File: config.mk
export PLATFORM = sky130hd
export DESIGN_NAME = led_status
export DESIGN_NICKNAME = d
export VERILOG_FILES = /design/src/rtl/led_pkg.sv /design/src/rtl/led_tick_gen.sv /design/src/rtl/led_status.sv
export SDC_FILE = /design/constraint.sdc
export NUM_CORES = 1
export LEC_CHECK = 0
export BUFFER_PORTS_ARGS = -buffer_cell sky130_fd_sc_hd__buf_2
export CAP_MARGIN = 25
export CORE_UTILIZATION = 50
export CTS_CLUSTER_DIAMETER = 40
export DETAILED_ROUTE_END_ITERATION = 10
export HOLD_SLACK_MARGIN = 0.08
export PLACE_DENSITY_LB_ADDON = 0.3
export RECOVER_POWER = 50
export SLEW_MARGIN = 20
export SYNTH_ARGS = -nofsm -noshare
export SYNTH_HDL_FRONTEND = slang
export SYNTH_SLANG_ARGS = --single-unit
File: constraint.sdc
create_clock -name clk -period 1.75 [get_ports clk]
set_input_delay 0.175 -clock clk [delete_from_list [all_inputs] [get_ports clk]]
set_output_delay 0.175 -clock clk [all_outputs]
set_load 0.05 [all_outputs]
File: src/rtl/led_pkg.sv
// Shared constants for the LED status block: channel mode encodings,
// code-blink FSM state encodings and a small drive-level helper.
package led_pkg;

    // Channel mode encodings, two bits per channel on the mode bus
    localparam logic [1:0] MODE_OFF   = 2'b00;
    localparam logic [1:0] MODE_ON    = 2'b01;
    localparam logic [1:0] MODE_BLINK = 2'b10;
    localparam logic [1:0] MODE_CODE  = 2'b11;

    // Code-blink FSM states
    localparam logic [1:0] ST_IDLE      = 2'b00;
    localparam logic [1:0] ST_PULSE_ON  = 2'b01;
    localparam logic [1:0] ST_PULSE_OFF = 2'b10;
    localparam logic [1:0] ST_GAP       = 2'b11;

    // Map a logical "lit" flag onto the board's LED active level
    function automatic logic drive_level(input logic lit_s, input logic act_s);
        return lit_s ? act_s : ~act_s;
    endfunction

endpackage

File: src/rtl/led_tick_gen.sv
// Base-tick prescaler shared by every LED channel. The counter runs
// 0..L_TIME-1 and the registered tick is high exactly while it reads L_TIME-1.
module led_tick_gen #(
    parameter int unsigned L_TIME = 32'd25_000_000
) (
    input  logic clk,
    input  logic rst_n,
    output logic tick
);

    localparam int unsigned CNT_W = (L_TIME > 32'd1) ? $clog2(L_TIME) : 1;
    localparam logic [CNT_W-1:0] CNT_LAST = CNT_W'(L_TIME - 32'd1);
    // tick is registered, so it is set one count early to line up with CNT_LAST
    localparam logic [CNT_W-1:0] CNT_PRE  = CNT_W'(L_TIME - 32'd2);
    localparam logic [CNT_W-1:0] CNT_ONE  = CNT_W'(32'd1);

    logic [CNT_W-1:0] cnt_r;
    logic             tick_r;

    // Wrapping prescaler count and the registered tick strobe
    always_ff @(posedge clk) begin
        if (!rst_n) begin
            cnt_r  <= '0;
            tick_r <= 1'b0;
        end else begin
            if (cnt_r == CNT_LAST) begin
                cnt_r <= '0;
            end else begin
                cnt_r <= cnt_r + CNT_ONE;
            end
            tick_r <= (cnt_r == CNT_PRE);
        end
    end

    assign tick = tick_r;

endmodule

File: src/rtl/led_status.sv
// Multi-channel LED status driver: off / steady / blink / blink-code per
// channel, all phased from one shared base tick.
module led_status
    import led_pkg::*;
#(
    parameter int unsigned LED_NUM   = 32'd4,
    parameter int unsigned L_TIME    = 32'd25_000_000,
    parameter int unsigned CODE_W    = 32'd3,
    parameter int unsigned GAP_TICKS = 32'd4,
    parameter logic        LED_ACT   = 1'b1
) (
    input  logic                        clk,
    input  logic                        rst_n,
    input  logic [2*LED_NUM-1:0]        mode,
    input  logic [CODE_W*LED_NUM-1:0]   code,
    output logic [LED_NUM-1:0]          led,
    output logic                        tick
);

    localparam int unsigned GAP_W = $clog2(GAP_TICKS + 32'd1);
    localparam logic [CODE_W-1:0] PCNT_ONE = CODE_W'(32'd1);
    localparam logic [GAP_W-1:0]  GCNT_ONE = GAP_W'(32'd1);
    localparam logic [GAP_W-1:0]  GCNT_END = GAP_W'(GAP_TICKS);

    logic tick_s;

    led_tick_gen #(
        .L_TIME (L_TIME)
    ) u_tick_gen (
        .clk   (clk),
        .rst_n (rst_n),
        .tick  (tick_s)
    );

    assign tick = tick_s;

    for (genvar i = 0; i < LED_NUM; i++) begin : g_ch
        logic [1:0]        mode_s;
        logic [CODE_W-1:0] code_s;
        logic [1:0]        mode_r;
        logic [CODE_W-1:0] code_r;
        logic [1:0]        state_r;
        logic [1:0]        state_nxt_s;
        logic [CODE_W-1:0] pcnt_r;
        logic [CODE_W-1:0] pcnt_nxt_s;
        logic [GAP_W-1:0]  gcnt_r;
        logic [GAP_W-1:0]  gcnt_nxt_s;
        logic              led_r;
        logic              lit_s;
        logic              lit_nxt_s;
        logic              chg_s;

        assign mode_s = mode[2*i +: 2];
        assign code_s = code[CODE_W*i +: CODE_W];
        assign lit_s  = (led_r == LED_ACT);
        // Any difference from the stored copy restarts the channel; the
        // restart outranks a coincident tick.
        assign chg_s  = (mode_s != mode_r) || (code_s != code_r);

        // Next-state logic for one channel: mode decode plus code-blink FSM
        always_comb begin
            state_nxt_s = state_r;
            pcnt_nxt_s  = pcnt_r;
            gcnt_nxt_s  = gcnt_r;
            lit_nxt_s   = lit_s;
            case (mode_s)
                MODE_OFF: begin
                    state_nxt_s = ST_IDLE;
                    pcnt_nxt_s  = '0;
                    gcnt_nxt_s  = '0;
                    lit_nxt_s   = 1'b0;
                end
                MODE_ON: begin
                    state_nxt_s = ST_IDLE;
                    pcnt_nxt_s  = '0;
                    gcnt_nxt_s  = '0;
                    lit_nxt_s   = 1'b1;
                end
                MODE_BLINK: begin
                    state_nxt_s = ST_IDLE;
                    pcnt_nxt_s  = '0;
                    gcnt_nxt_s  = '0;
                    if (chg_s) begin
                        lit_nxt_s = 1'b1;
                    end else if (tick_s) begin
                        lit_nxt_s = ~lit_s;
                    end else begin
                        lit_nxt_s = lit_s;
                    end
                end
                MODE_CODE: begin
                    if (code_s == '0) begin
                        state_nxt_s = ST_IDLE;
                        pcnt_nxt_s  = '0;
                        gcnt_nxt_s  = '0;
                        lit_nxt_s   = 1'b0;
                    end else if (chg_s) begin
                        state_nxt_s = ST_PULSE_ON;
                        pcnt_nxt_s  = PCNT_ONE;
                        gcnt_nxt_s  = '0;
                        lit_nxt_s   = 1'b1;
                    end else if (tick_s) begin
                        case (state_r)
                            ST_PULSE_ON: begin
                                state_nxt_s = ST_PULSE_OFF;
                                lit_nxt_s   = 1'b0;
                            end
                            ST_PULSE_OFF: begin
                                if (pcnt_r == code_s) begin
                                    state_nxt_s = ST_GAP;
                                    gcnt_nxt_s  = GCNT_ONE;
                                    lit_nxt_s   = 1'b0;
                                end else begin
                                    state_nxt_s = ST_PULSE_ON;
                                    pcnt_nxt_s  = pcnt_r + PCNT_ONE;
                                    lit_nxt_s   = 1'b1;
                                end
                            end
                            ST_GAP: begin
                                if (gcnt_r == GCNT_END) begin
                                    state_nxt_s = ST_PULSE_ON;
                                    pcnt_nxt_s  = PCNT_ONE;
                                    gcnt_nxt_s  = '0;
                                    lit_nxt_s   = 1'b1;
                                end else begin
                                    gcnt_nxt_s  = gcnt_r + GCNT_ONE;
                                    lit_nxt_s   = 1'b0;
                                end
                            end
                            default: begin
                                // Stray IDLE with a live code: resynchronise at a pulse start
                                state_nxt_s = ST_PULSE_ON;
                                pcnt_nxt_s  = PCNT_ONE;
                                gcnt_nxt_s  = '0;
                                lit_nxt_s   = 1'b1;
                            end
                        endcase
                    end else begin
                        state_nxt_s = state_r;
                    end
                end
                default: begin
                    state_nxt_s = ST_IDLE;
                    pcnt_nxt_s  = '0;
                    gcnt_nxt_s  = '0;
                    lit_nxt_s   = 1'b0;
                end
            endcase
        end

        // Channel registers: stored inputs, FSM, counters and LED drive
        always_ff @(posedge clk) begin
            if (!rst_n) begin
                mode_r  <= '0;
                code_r  <= '0;
                state_r <= ST_IDLE;
                pcnt_r  <= '0;
                gcnt_r  <= '0;
                led_r   <= ~LED_ACT;
            end else begin
                mode_r  <= mode_s;
                code_r  <= code_s;
                state_r <= state_nxt_s;
                pcnt_r  <= pcnt_nxt_s;
                gcnt_r  <= gcnt_nxt_s;
                led_r   <= drive_level(lit_nxt_s, LED_ACT);
            end
        end

        assign led[i] = led_r;
    end

endmodule

### Word level (Yosys, flattened, before mapping)

Cells that the tools add are included.

* output and inout port bits: 5
* bits of input ports: 22
* bits in registers: 82
* word-level logic and storage cells: 255

* bitwise gates (word level): 5
* multiplexer cells: 124
* $add $sub $neg: 9
* equal/unequal tests: 62
* reduce and logical (&&, ||, !) cells: 29

Operators by type and width (number)
* 3-bit 2-to-1 mux: 40
* 3-bit one-hot mux with 3 select lines: 8
* 5-bit != test (second input constant): 12
* 25-bit equality test (second input constant): 2
* 3-bit one-hot mux with 2 select lines: 8
* 2-bit 2-to-1 mux: 20
* 2-bit equality test (second input constant): 16
* 1-bit 2-to-1 mux: 32
* 25-bit by 1-bit adder with 25-bit output (second input constant): 1
* 3-bit by 1-bit adder with 3-bit output (second input constant): 8
* 2-bit one-hot mux with 3 select lines: 4
* 2-bit by 1-bit equality test with 1-bit output (second input constant): 8
* 4-bit by 3-bit != test with 1-bit output (second input constant): 4
* 4-bit != test (second input constant): 4
* 1-bit one-hot mux with 4 select lines: 4
* 2-bit one-hot mux with 2 select lines: 4
* 4-bit AND reduction: 4
* 3-bit equality test: 4
* 3-bit equality test (second input constant): 4
* 3-bit logical NOT: 4
* 3-bit != test: 4
* 1-bit one-hot mux with 3 select lines: 4
* 3-bit AND reduction: 4
* 3-bit OR reduction: 4
* 6 further kinds: 22

### Longest topological paths before layout

Gate-level depths: netlist (run 1).

* word-level depth: 8
* mapped depth: 7
* gate-level depth less buffers: 7

### Modules after synthesis

From an unflattened synthesis (run 1), not the netlist that was laid out.

* cells, all modules: 500
* area total of the unflattened synthesis: 4474.3 um^2

By module, submodules not included
* led_status: instances 1, area each 3213.1 um^2, sequential area each 1121.1 um^2, cells each 366
* led_tick_gen: instances 1, area each 1261.2 um^2, sequential area each 520.5 um^2, cells each 134

### Worst setup path after synthesis (run 1)

Ideal clock, no wire load.

* path type: register -> register
* start point: reg u_tick_gen.tick_r (netlist: u_tick_gen.tick)
* end point: reg g_ch[2].gcnt_r[2]
* path buffers: 0
* data required time: 1.676 ns
* arrival: 1.823 ns
* clock period less this slack: 1.898 ns
* library setup time: 0.074 ns
* cell stages (with the launch flop): 6
* setup slack: -0.148 ns
* cell sequence: dfxtp_1 -> clkinv_1 -> nor2_1 -> nand2_1 -> or3_1 -> a21oi_1

* word-level cells in the longest chain between the ends: 2

Ends and longest elaborated chain
* start: declaration: line led_tick_gen.sv:18 `logic tick_r;`
* start signal: assignment: line led_tick_gen.sv:31 `tick_r <= (cnt_r == CNT_PRE);`
* 4-bit by 3-bit != test with 1-bit output (no line)
* 3-bit AND reduction (no line)
* end signal: assignment: line led_status.sv:165 `gcnt_r <= gcnt_nxt_s;`
* end: declaration: line led_status.sv:46 `logic [GAP_W-1:0] gcnt_r;`

Every way passes these cells.
A chain may end at the register's enable or synchronous reset.

### Final worst setup path (run 1)

* start point: reg u_tick_gen.cnt_r[7]
* end point: reg u_tick_gen.cnt_r[14]

* word-level cells in the longest chain between the ends: 2
* elaborated cells on any way between the ends: 3
* classes of those cells: 1 x add/sub; 1 x eq/ne; 1 x reduce/logical

Ends and longest elaborated chain
* start: declaration: line led_tick_gen.sv:17 `logic [CNT_W-1:0] cnt_r;`
* start signal: assignment: line led_tick_gen.sv:29 `cnt_r <= cnt_r + CNT_ONE;`
* parallel branches: the longest is 2 deep, another holds 25-bit by 1-bit adder with 25-bit output

Parallel ways; which one is timed is not known.

==> metrics.csv, run 1 <==
stage,metric,value,unit
timing,Setup Viol. Count Final,13,
routing,via total after detailed routing,3746,
placement,Placed Instance Area,4858,sq um
floorplan,Site Rows,33,
clock_network,clock latency on the worst-skew pair,0.35,ns
synth,prevailing post-synth register cell,sky130_fd_sc_hd__dfxtp_1,
synth,number of enable flip-flop cells after synthesis,0,
floorplan,I/O pin count,27,
timing,Max Fclk,555.4,MHz
timing,Final Hold Violating Endpoints,0,
hold_path,worst hold path type,in2reg,
worst_setup_path,CP Max Fanout,5,
cells_and_area,Antenna diodes,0,
worst_setup_path,critical path's slowest cell,sky130_fd_sc_hd__or4_4,
global_routing,number of global-route vias before repair,3571,
worst_setup_path,start-to-end type of the worst setup path,reg2reg,
cells_and_area,"leading cell type in the layout, fill and taps excluded",sky130_fd_sc_hd__dfxtp_1,
routing,total detailed-routing wirelength,9.238,mm
synth,average cell area after synthesis,8.599,sq um
timing,Slew headroom,60.52,%
timing,"Slew Viols, Final",0,
synth,share of async-settable or async-resettable flops after synthesis,0,%
timing,RSZ-0062 raised after global routing,yes,
outcome,run status,"complete, but fails checks",
power,pwr/cell area,696.6,nW/um^2
power,worst voltage drop across the vdd grid,498.7,uV
placement,placed cell count,664,
cells_and_area,area of combinational cells with multiple inputs,2699,sq um
cells_and_area,number of fill cells,716,
synth,post-synthesis instance total,511,
clock_network,clock sink count,82,
outcome,failing checks,negative setup slack,
routing,first-pass iteration count of the detailed router,4,
flow_run,Max-cap violations,0,
global_routing,busiest layer in global routing,met2,
routing,number of DRC violations after detailed routing,0,
cells_and_area,FF/Latch Area,1648,sq um
placement,count of input and output buffers,26,
routing,Final ANT Viol Nets,0,
timing,minimum clock period,1.801,ns
cells_and_area,utilization after layout,62.72,%
clock_network,clock-pin slew on the worst setup and hold paths,0.07,ns
worst_setup_path,combined buffer and inverter count along the critical path,2,
floorplan,core outline area,8341,sq um
cells_and_area,layout cell share with drive strength beyond 1,19.00,%
timing,final clock skew,0.01328,ns
synth,register bit count reported by yosys,82,
floorplan,DIE WIDTH,95.75,um
clock_network,cell chosen for the clock root,sky130_fd_sc_hd__clkbuf_8,
synth,post-synthesis net count,563,
global_routing,global-route wire length before repair,15.52,mm
worst_setup_path,endpoint class of the critical path,register,
global_routing,pin count of the biggest net entering global routing,17,
floorplan,area enclosed by the die boundary,9167,sq um
clock_network,TritonCTS buffer count,9,
worst_setup_path,startpoint kind of the worst setup timing path,register,
synth,Cell variety after synth,54,
timing,slew at the pin with the worst max-slew slack,0.5922,ns
timing,period utilisation layout,102.9,%
global_routing,met3 layer usage reported by global route,3.555,%
synth,Syn Std Cell Area,4394,sq um
worst_setup_path,cell-by-cell trace of the critical path,"or4_4, nor4_4, nand4_1, o21ai_2, buf_6, clkbuf_16, nor2_2",
cells_and_area,Finished Layout Cells,684,
timing,setup TNS,-0.4636,ns
power,static power due to leakage,2.006,nW
synth,"Seq/Total Area, Yosys",37.36,%
timing,setup slack of the critical path after layout,-0.05060,ns
cells_and_area,area delta synth->final,19.05,%
global_routing,global routing met1 resource utilization,25.34,%
worst_setup_path,required time of the worst setup path,1.99,ns
global_routing,global router's overall resource usage,21.52,%
floorplan,starting density of the core,52.69,%
global_routing,GR Util met2,38.33,%
placement,final RePlAce weighted congestion,0.8622,
global_routing,antenna violations before repair,0,
routing,detailed-route vias per instance,5.477,
cells_and_area,Post-Layout Inst Area,5231,sq um
placement,dpl hpwl,6.689,mm
clock_network,# H-tree levels,3,
floorplan,die height,95.75,um
worst_setup_path,longest individual stage delay on the worst path,0.54,ns
clock_network,clock tree from TritonCTS,yes,
clock_network,CTS hold repair buffers,0,
worst_setup_path,family of cells with the greatest summed delay on the critical path,simple AND/OR/NAND/NOR gates,
cells_and_area,post-layout net count,626,
cells_and_area,"commonest cells after routing, fill and taps aside","sky130_fd_sc_hd__dfxtp_1, sky130_fd_sc_hd__nand2_1, sky130_fd_sc_hd__nor2_1, sky130_fd_sc_hd__xor2_1, sky130_fd_sc_hd__buf_4",
routing,post-detailed-route wirelength per cell,13.51,um
global_routing,total congestion overflow,0,
clock_network,number of buffers on the longest clock path,2,
worst_setup_path,worst endpoint data arrival time,2.04,ns
synth,number of warnings reported in the yosys synthesis log,0,
routing,detailed router's first-iteration violation count,77,
[sequential cells by signal, summed over array words and instances, names as in the netlist]
name and count:
u_tick_gen.cnt_r 25, g_ch.code_r 12, g_ch.gcnt_r 12, g_ch.pcnt_r 12
g_ch.mode_r 8, g_ch.state_r 8, g_ch.led_r 4, u_tick_gen.tick 1
[final cells by class]
cell class	count	share of cell area, %
clock buffers	14	3.109
clock inverters	2	0.6697
well taps	105	2.511
inverters	30	2.153
repair buffers	65	8.467
multi-input cells	386	51.59
flip-flops and latches	82	31.50
[metal layers]
layer	vias up	wire length (um)
met4	0	189
met3	14	206
met2	45	4663
li1	1905	-
met5	-	0
met1	1782	4178
[power by group]
| group | internal, mW | switching [mW] | total [mW] |
|---|---|---|---|
| Clock | 0.739 | 0.647 | 1.39 |
| Sequential | 1.91 | 0.0293 | 1.94 |
| Combinational | 0.131 | 0.188 | 0.319 |
[worst paths after layout]
kind                       startpoint              endpoint  slack [ns]  cells after the start
setup / recovery  u_tick_gen.cnt_r[7]  u_tick_gen.cnt_r[14]       -0.05                      7
hold / removal                code[2]     g_ch[0].code_r[2]        0.10                      2
setup reg to reg  u_tick_gen.cnt_r[7]  u_tick_gen.cnt_r[14]       -0.05                      7
hold reg to reg    g_ch[2].state_r[1]    g_ch[2].state_r[1]        0.50                      2
[stage by stage]
stage          total power, mW  hold WS [ns]  setup WS [ns]
2_1_floorplan            2.175        0.2967        0.03297
3_3_place_gp             2.270        0.4462        0.04375
3_5_place_dp             2.279        0.4521        -0.1043
4_1_cts                  3.669       0.08706       -0.02921
5_1_grt                  3.810       0.08749        -0.1170
6_report                 3.644        0.1016       -0.05060
[cells in the mapped netlist, drive strengths merged, types with 3 or more instances]
library cell / instances / area, sq um
dfxtp: 82 / 1642
nor2: 50 / 187.7
nand2: 48 / 180.2
xor2: 37 / 324.1
ha: 30 / 375.4
inv: 29 / 108.9
a21oi: 27 / 135.1
and2: 24 / 150.1
nand3: 24 / 120.1
nor3: 19 / 100.1
xnor2: 17 / 148.9
nand4: 13 / 81.33
o21ai: 10 / 53.80
o31ai: 8 / 65.06
and3: 7 / 45.05
buf: 7 / 57.55
nor4: 7 / 56.30
a21bo: 6 / 60.06
clkbuf: 6 / 22.52
mux2i: 6 / 60.06
nand2b: 6 / 37.54
or3: 6 / 37.54
a31oi: 4 / 25.02
a22oi: 3 / 22.52
a41oi: 3 / 26.28
nand4b: 3 / 26.28
nor3b: 3 / 22.52
o211ai: 3 / 22.52
[cells by family (layout without fill, tap and decap cells)]
kind of cell | count (synthesis) | after routing | share of synthesized area (%)
DFF | 82 | 82 | 37.36
and+or+nand+nor | 218 | 218 | 25.29
AOI/OAI and AO/OA | 78 | 78 | 12.30
xor gates and xnor gates | 54 | 54 | 10.76
buffers and inverters | 43 | 111 | 4.385
adders and majority gates | 30 | 30 | 8.542
muxes | 6 | 6 | 1.367
[timing repair]
item,4_1_cts,5_1_grt
gates cloned,1,1
pin swaps,3,8
resized for setup,4,35
setup endpoints to repair,21,35
buffers inserted,3,0
No activity file was read; power rests on OpenSTA's default activity.
==> run 2: changes to the inputs <==
==> constraint.sdc (replaced) <==
create_clock -name clk -period 2.3 [get_ports clk]
set_input_delay 0.23 -clock clk [delete_from_list [all_inputs] [get_ports clk]]
set_output_delay 0.23 -clock clk [all_outputs]
set_load 0.05 [all_outputs]
==> run 2 against run 1 <==
The flow now finishes without violations. Final area decreased by 8.2%. Setup slack improved by 0.28 ns. Via count fell by 4.8%. Maximum frequency is 13% lower. Cell count down 4.4%. Non-clock buffer count fell by 30. Clock-buffer cell count is 5 lower. Critical endpoint is now g_ch[2].pcnt_r[0]. Largest cell class unchanged. Largest power group unchanged.
==> metrics.csv, run 2 (synthesized netlist as in run 1, its figures left out) <==
stage,metric,value,unit,change
floorplan,Site Rows,33,,unchanged
clock_network,CTS hold repair buffers,0,,unchanged
routing,Final ANT Viol Nets,0,,unchanged
worst_setup_path,Setup crit start,g_ch[2].state_r[0],,
floorplan,starting density of the core,52.69,%,unchanged
clock_network,number of buffers on the longest clock path,2,,unchanged
hold_path,worst hold path type,in2reg,,
routing,total detailed-routing wirelength,8.508,mm,-7.9%
outcome,run status,finished clean,,
clock_network,number of resized instances in the post-cts repair step,0,,-4
clock_network,total setup buffers inserted after CTS,0,,-3
worst_setup_path,startpoint kind of the worst setup timing path,register,,
timing,Final Hold Violating Endpoints,0,,unchanged
timing,Max Fclk,483.2,MHz,-13%
worst_setup_path,cell mode on critical path,sky130_fd_sc_hd__inv_1,,
worst_setup_path,CP Max Fanout,6,,+1
global_routing,antenna violations before repair,0,,unchanged
worst_setup_path,Critical R2R Launch,g_ch[2].state_r[0],,
floorplan,I/O pin count,27,,unchanged
cells_and_area,"commonest cells after routing, fill and taps aside","sky130_fd_sc_hd__dfxtp_1, sky130_fd_sc_hd__nor2_1, sky130_fd_sc_hd__nand2_1, sky130_fd_sc_hd__xor2_1, sky130_fd_sc_hd__ha_1",,
placement,count of input and output buffers,26,,unchanged
timing,final clock skew,0.01326,ns,-0.00001630 ns
global_routing,total congestion overflow,0,,unchanged
cells_and_area,"leading cell type in the layout, fill and taps excluded",sky130_fd_sc_hd__dfxtp_1,,
power,worst voltage drop across the vdd grid,308.6,uV,-38%
global_routing,global router's overall resource usage,20.24,%,-1.3 points
routing,detailed router's first-iteration violation count,88,,+14%
cells_and_area,area delta synth->final,9.311,%,
timing,"Slew Viols, Final",0,,unchanged
routing,detailed-route vias per instance,5.451,,-0.47%
timing,worst hold margin,0.1285,ns,+0.02692 ns
worst_setup_path,critical path's slowest cell,sky130_fd_sc_hd__nor4_1,,
routing,post-detailed-route wirelength per cell,13.01,um,-3.7%
timing,setup slack of the critical path after layout,0.2306,ns,+0.2812 ns
placement,dpl hpwl,6.279,mm,-6.1%
worst_setup_path,endpoint class of the critical path,register,,
floorplan,area enclosed by the die boundary,9167,sq um,unchanged
routing,via total after detailed routing,3565,,-4.8%
power,pwr/cell area,551.7,nW/um^2,-21%
flow_run,Max-cap violations,0,,unchanged
clock_network,clock latency on the worst-skew pair,0.36,ns,about the same
placement,final RePlAce weighted congestion,0.8754,,+1.5%
timing,setup TNS,0,ns,+0.4636 ns
cells_and_area,layout cell share with drive strength beyond 1,10.38,%,-8.6 points
worst_setup_path,reg2reg path depth,7,,unchanged
power,post-layout total power,2.650,mW,-27%
clock_network,# H-tree levels,3,,unchanged
placement,Placed Instance Area,4643,sq um,-4.4%
timing,minimum clock period,2.069,ns,+0.2688 ns
cells_and_area,Post-Layout Inst Area,4803,sq um,-8.2%
cells_and_area,Finished Layout Cells,654,,-4.4%
timing,Setup Viol. Count Final,0,,-13
worst_setup_path,required time of the worst setup path,2.58,ns,+0.59 ns
worst_setup_path,Reg2Reg Capture Point,g_ch[2].pcnt_r[0],,
cells_and_area,utilization after layout,57.59,%,-5.1 points
clock_network,clock sink count,82,,unchanged
routing,number of DRC violations after detailed routing,0,,unchanged
worst_setup_path,start-to-end type of the worst setup path,reg2reg,,
worst_setup_path,longest individual stage delay on the worst path,0.54,ns,about the same
worst_setup_path,cell-by-cell trace of the critical path,"inv_1, ha_1, inv_1, nor4_1, o311ai_2, and4_1, nor3_1",,
power,static power due to leakage,1.820,nW,-9.3%
clock_network,clock-pin slew on the worst setup and hold paths,0.09,ns,+0.02 ns
worst_setup_path,capturing element of the worst setup path,g_ch[2].pcnt_r[0],,
timing,period utilisation layout,89.97,%,-13 points
worst_setup_path,worst endpoint data arrival time,2.35,ns,+0.31 ns
cells_and_area,register with the most flip-flops,u_tick_gen.cnt_r,,
worst_setup_path,worst reg-to-reg setup slack,0.23,ns,+0.28 ns
floorplan,die height,95.75,um,unchanged
placement,placed cell count,638,,-3.9%
clock_network,clock tree from TritonCTS,yes,,
clock_network,TritonCTS buffer count,9,,unchanged
timing,RSZ-0062 raised after global routing,no,,
cells_and_area,post-layout net count,596,,-4.8%
global_routing,number of global-route vias before repair,3423,,-4.1%
clock_network,cell chosen for the clock root,sky130_fd_sc_hd__clkbuf_8,,
timing,Slew headroom,3.283,%,-57 points
global_routing,global-route wire length before repair,14.75,mm,-5.0%
placement,DP Worst Slack,0.3047,ns,+0.4090 ns
cells_and_area,flip-flop count of the largest register after layout,25,,unchanged
routing,first-pass iteration count of the detailed router,4,,unchanged
floorplan,core outline area,8341,sq um,unchanged
floorplan,DIE WIDTH,95.75,um,unchanged
global_routing,pin count of the biggest net entering global routing,37,,+20
timing,slew at the pin with the worst max-slew slack,1.451,ns,+0.8586 ns
cells_and_area,Antenna diodes,0,,unchanged
run 2: worst min-delay path by stage:
stage / from / endpoint / slack (ns) / depth (start not counted)
2_1_floorplan: code[0] / g_ch[0].code_r[0] / 0.35 / 1
3_3_place_gp: u_tick_gen.cnt_r[0] / u_tick_gen.cnt_r[0] / 0.48 / 1
3_5_place_dp: rst_n / g_ch[2].mode_r[1] / 0.48 / 2
4_1_cts: rst_n / g_ch[2].mode_r[1] / 0.12 / 2
5_1_grt: rst_n / g_ch[2].mode_r[1] / 0.13 / 2
6_report: rst_n / g_ch[2].mode_r[1] / 0.13 / 2
run 2: cell type report:
class,count,area (sq um)
Clock buffer,9,123.9
Clock inverter,7,51.30
Fill cell,779,3537
Inverter,30,112.6
Multi-Input combinational cell,386,2560
Sequential cell,82,1642
Tap cell,105,131.4
Timing Repair Buffer,35,182.7
run 2: per-layer routing:
layer  wire [um]  track usage, %  up-vias
li1            -               -     1848
met1        4267           26.24     1658
met2        3871           34.17       46
met3         243           3.081       13
met4         125           7.090        0
met5           0               0        -
run 2: worst max-delay path, delay by kind of cell, from the launching register on:
| family | cells | cell delay [ns] |
|---|---|---|
| buffers and inverters | 2 | 0.19 |
| flip-flops | 1 | 0.35 |
| AO/OA/AOI/OAI | 1 | 0.24 |
| adder cells (fa/ha/maj) | 1 | 0.26 |
| AND/OR/NAND/NOR | 3 | 0.95 |
run 2: report_power, final:
group          internal (mW)  total (mW)  switching (mW)  leakage (nW)
logic                 0.0789       0.202           0.123          1.06
registers               1.45        1.48          0.0266         0.669
clock network          0.400       0.968           0.569        0.0864
==> run 3: changes to the inputs <==
--- a/config.mk
+++ b/config.mk
@@ -5,12 +5,13 @@
 export SDC_FILE = /design/constraint.sdc
 export NUM_CORES = 1
 export LEC_CHECK = 0
-export BUFFER_PORTS_ARGS = -buffer_cell sky130_fd_sc_hd__buf_2
 export CAP_MARGIN = 25
 export CORE_UTILIZATION = 50
 export CTS_CLUSTER_DIAMETER = 40
 export DETAILED_ROUTE_END_ITERATION = 10
+export DONT_BUFFER_PORTS = 1
 export HOLD_SLACK_MARGIN = 0.08
+export MAX_ROUTING_LAYER = met4
 export PLACE_DENSITY_LB_ADDON = 0.3
 export RECOVER_POWER = 50
 export SLEW_MARGIN = 20
==> run 3 against run 2 <==
Setup slack gained 0.017 ns. First-iteration DRC count grew 80%. Utilization grew 2.8 points. Non-clock buffer count grew 8. Global-route usage grew 1.7 points. Critical path depth is the same. Combinational power shrank 3%. Clock-buffer cell count grew 3. Critical path type unchanged. Critical endpoint is now g_ch[0].pcnt_r[0]. Largest power group unchanged. Highest routed layer unchanged.
==> metrics.csv, run 3 (synthesized netlist as in run 1, its figures left out) <==
stage,metric,value,unit,change
cells_and_area,post-layout net count,604,,+1.3%
routing,post-detailed-route wirelength per cell,13.98,um,+7.5%
timing,Setup Viol. Count Final,0,,unchanged
worst_setup_path,required time of the worst setup path,2.53,ns,-0.05 ns
clock_network,total setup buffers inserted after CTS,0,,unchanged
worst_setup_path,CP Max Fanout,5,,-1
floorplan,starting density of the core,52.69,%,unchanged
floorplan,area enclosed by the die boundary,9167,sq um,unchanged
timing,"Slew Viols, Final",0,,unchanged
clock_network,clock-pin slew on the worst setup and hold paths,0.08,ns,about the same
worst_setup_path,capturing element of the worst setup path,g_ch[0].pcnt_r[0],,
clock_network,TritonCTS buffer count,9,,unchanged
cells_and_area,Finished Layout Cells,661,,+1.1%
routing,detailed router's first-iteration violation count,158,,+80%
global_routing,number of global-route vias before repair,3486,,+1.8%
clock_network,clock tree from TritonCTS,yes,,
worst_setup_path,start-to-end type of the worst setup path,reg2reg,,
placement,dpl hpwl,6.250,mm,-0.45%
routing,total detailed-routing wirelength,9.244,mm,+8.7%
routing,number of DRC violations after detailed routing,0,,unchanged
worst_setup_path,reg2reg path depth,7,,unchanged
clock_network,clock latency on the worst-skew pair,0.36,ns,about the same
cells_and_area,number of fill cells,724,,-7.1%
clock_network,clock sink count,82,,unchanged
timing,RSZ-0062 raised after global routing,no,,
power,pwr/cell area,538.3,nW/um^2,-2.4%
floorplan,I/O pin count,27,,unchanged
cells_and_area,Antenna diodes,0,,unchanged
floorplan,core outline area,8341,sq um,unchanged
timing,Final Hold Violating Endpoints,0,,unchanged
placement,count of input and output buffers,0,,-100%
floorplan,Site Rows,33,,unchanged
placement,placed cell count,610,,-4.4%
cells_and_area,layout cell share with drive strength beyond 1,6.115,%,-4.3 points
timing,slew at the pin with the worst max-slew slack,0.9175,ns,-0.5332 ns
cells_and_area,area delta synth->final,14.69,%,
worst_setup_path,worst endpoint data arrival time,2.28,ns,-0.07 ns
timing,Slew headroom,38.83,%,+36 points
power,worst voltage drop across the vdd grid,386.0,uV,+25%
timing,final clock skew,0.009548,ns,-0.003711 ns
routing,via total after detailed routing,3636,,+2.0%
worst_setup_path,endpoint class of the critical path,register,,
routing,detailed-route vias per instance,5.501,,+0.91%
global_routing,global-route wire length before repair,15.12,mm,+2.6%
cells_and_area,"leading cell type in the layout, fill and taps excluded",sky130_fd_sc_hd__dfxtp_1,,
worst_setup_path,Critical R2R Launch,g_ch[0].state_r[1],,
cells_and_area,"commonest cells after routing, fill and taps aside","sky130_fd_sc_hd__dfxtp_1, sky130_fd_sc_hd__nor2_1, sky130_fd_sc_hd__nand2_1, sky130_fd_sc_hd__xor2_1, sky130_fd_sc_hd__dlygate4sd3_1",,
floorplan,die height,95.75,um,unchanged
timing,setup TNS,0,ns,unchanged
hold_path,worst hold path type,in2reg,,
outcome,run status,finished clean,,
timing,minimum clock period,2.053,ns,-0.01683 ns
worst_setup_path,Reg2Reg Capture Point,g_ch[0].pcnt_r[0],,
worst_setup_path,Setup crit start,g_ch[0].state_r[1],,
flow_run,Max-cap violations,0,,unchanged
clock_network,number of buffers on the longest clock path,2,,unchanged
global_routing,antenna violations before repair,0,,unchanged
clock_network,# H-tree levels,3,,unchanged
global_routing,total congestion overflow,0,,unchanged
power,static power due to leakage,1.909,nW,+4.9%
routing,Final ANT Viol Nets,0,,unchanged
timing,period utilisation layout,89.24,%,-0.73 points
routing,first-pass iteration count of the detailed router,4,,unchanged
placement,final RePlAce weighted congestion,0.8781,,+0.31%
floorplan,DIE WIDTH,95.75,um,unchanged
cells_and_area,register with the most flip-flops,u_tick_gen.cnt_r,,
global_routing,global router's overall resource usage,21.97,%,+1.7 points
clock_network,cell chosen for the clock root,sky130_fd_sc_hd__clkbuf_8,,
cells_and_area,flip-flop count of the largest register after layout,25,,unchanged
timing,Max Fclk,487.2,MHz,+0.82%
worst_setup_path,worst reg-to-reg setup slack,0.25,ns,+0.02 ns
worst_setup_path,startpoint kind of the worst setup timing path,register,,
global_routing,pin count of the biggest net entering global routing,22,,-41%
==> run 3: cell types whose count changed in the layout (fill, tap and decap cells not counted), sizes merged <==
cell,change
bufinv,+1
inv,-3
dlygate4sd3,+35
clkbuf,-3
clkinvlp,-2
buf,-21
==> run 3: area by class of cell <==
cell class | instances | area, sq um | area share (%)
Clock inverter | 3 | 40.04 | 0.7944
Sequential cell | 82 | 1642 | 32.57
Inverter | 30 | 112.6 | 2.234
Tap cell | 105 | 131.4 | 2.607
Timing Repair Buffer | 43 | 402.9 | 7.994
Clock buffer | 12 | 145.1 | 2.880
Multi-Input combinational cell | 386 | 2566 | 50.92
==> run 3: report_power, final <==
| part | leakage, nW | switching [mW] | internal [mW] |
|---|---|---|---|
| registers | 0.669 | 0.0405 | 1.45 |
| logic | 1.14 | 0.0917 | 0.104 |
| clock network | 0.0962 | 0.501 | 0.523 |
==> run 3: worst max-delay path, cell delays in order (launching register included) <==
cell and delay (ns):
sky130_fd_sc_hd__dfxtp_1 0.38, sky130_fd_sc_hd__inv_1 0.07, sky130_fd_sc_hd__ha_1 0.20, sky130_fd_sc_hd__nor2b_1 0.38
sky130_fd_sc_hd__nand2_1 0.14, sky130_fd_sc_hd__a21oi_1 0.41, sky130_fd_sc_hd__mux2i_1 0.26, sky130_fd_sc_hd__a21oi_1 0.08
==> run 3: worst min path at each step <==
stage / cells after the start / slack [ns] / endpoint / start
after detailed placement: 1 / 0.36 / g_ch[3].code_r[2] / code[11]
after global routing: 3 / 0.1 / g_ch[2].led_r / mode[4]
after floorplan: 1 / 0.35 / g_ch[0].code_r[0] / code[0]
after global placement: 1 / 0.35 / g_ch[1].code_r[1] / code[4]
final: 3 / 0.08 / g_ch[3].led_r / mode[6]
after CTS: 3 / 0.08 / g_ch[3].led_r / mode[6]
==> run 3: layer usage <==
layer,wire [um],part of all wire [%],track usage (%),vias up
met5,0,0,-,-
met4,181,2.0,9.577,0
met3,392,4.2,3.633,17
met2,4303,47,37.02,74
met1,4367,47,25.80,1695
li1,-,-,-,1850
==> run 3: metrics by stage <==
step / util [%] / area, sq um / setup WS (ns) / power, mW / hold WS [ns]
detailed placement: 53.93 / 4498 / 0.2832 / 1.670 / 0.3551
finish: 60.43 / 5040 / 0.2475 / 2.713 / 0.08488
global route: 60.43 / 5040 / 0.1076 / 2.823 / 0.09571
global placement: 53.93 / 4498 / 0.3485 / 1.665 / 0.3526
CTS: 60.47 / 5044 / 0.007311 / 2.732 / 0.08256
floorplan: - / 4394 / 0.4020 / 1.654 / 0.3517
==> run 3: timing repair <==
action | CTS | global route
resized for setup | 0 | 2
hold buffers | 36 | 0
endpoints found under the setup margin | 0 | 2
hold endpoints to repair | 36 | 0
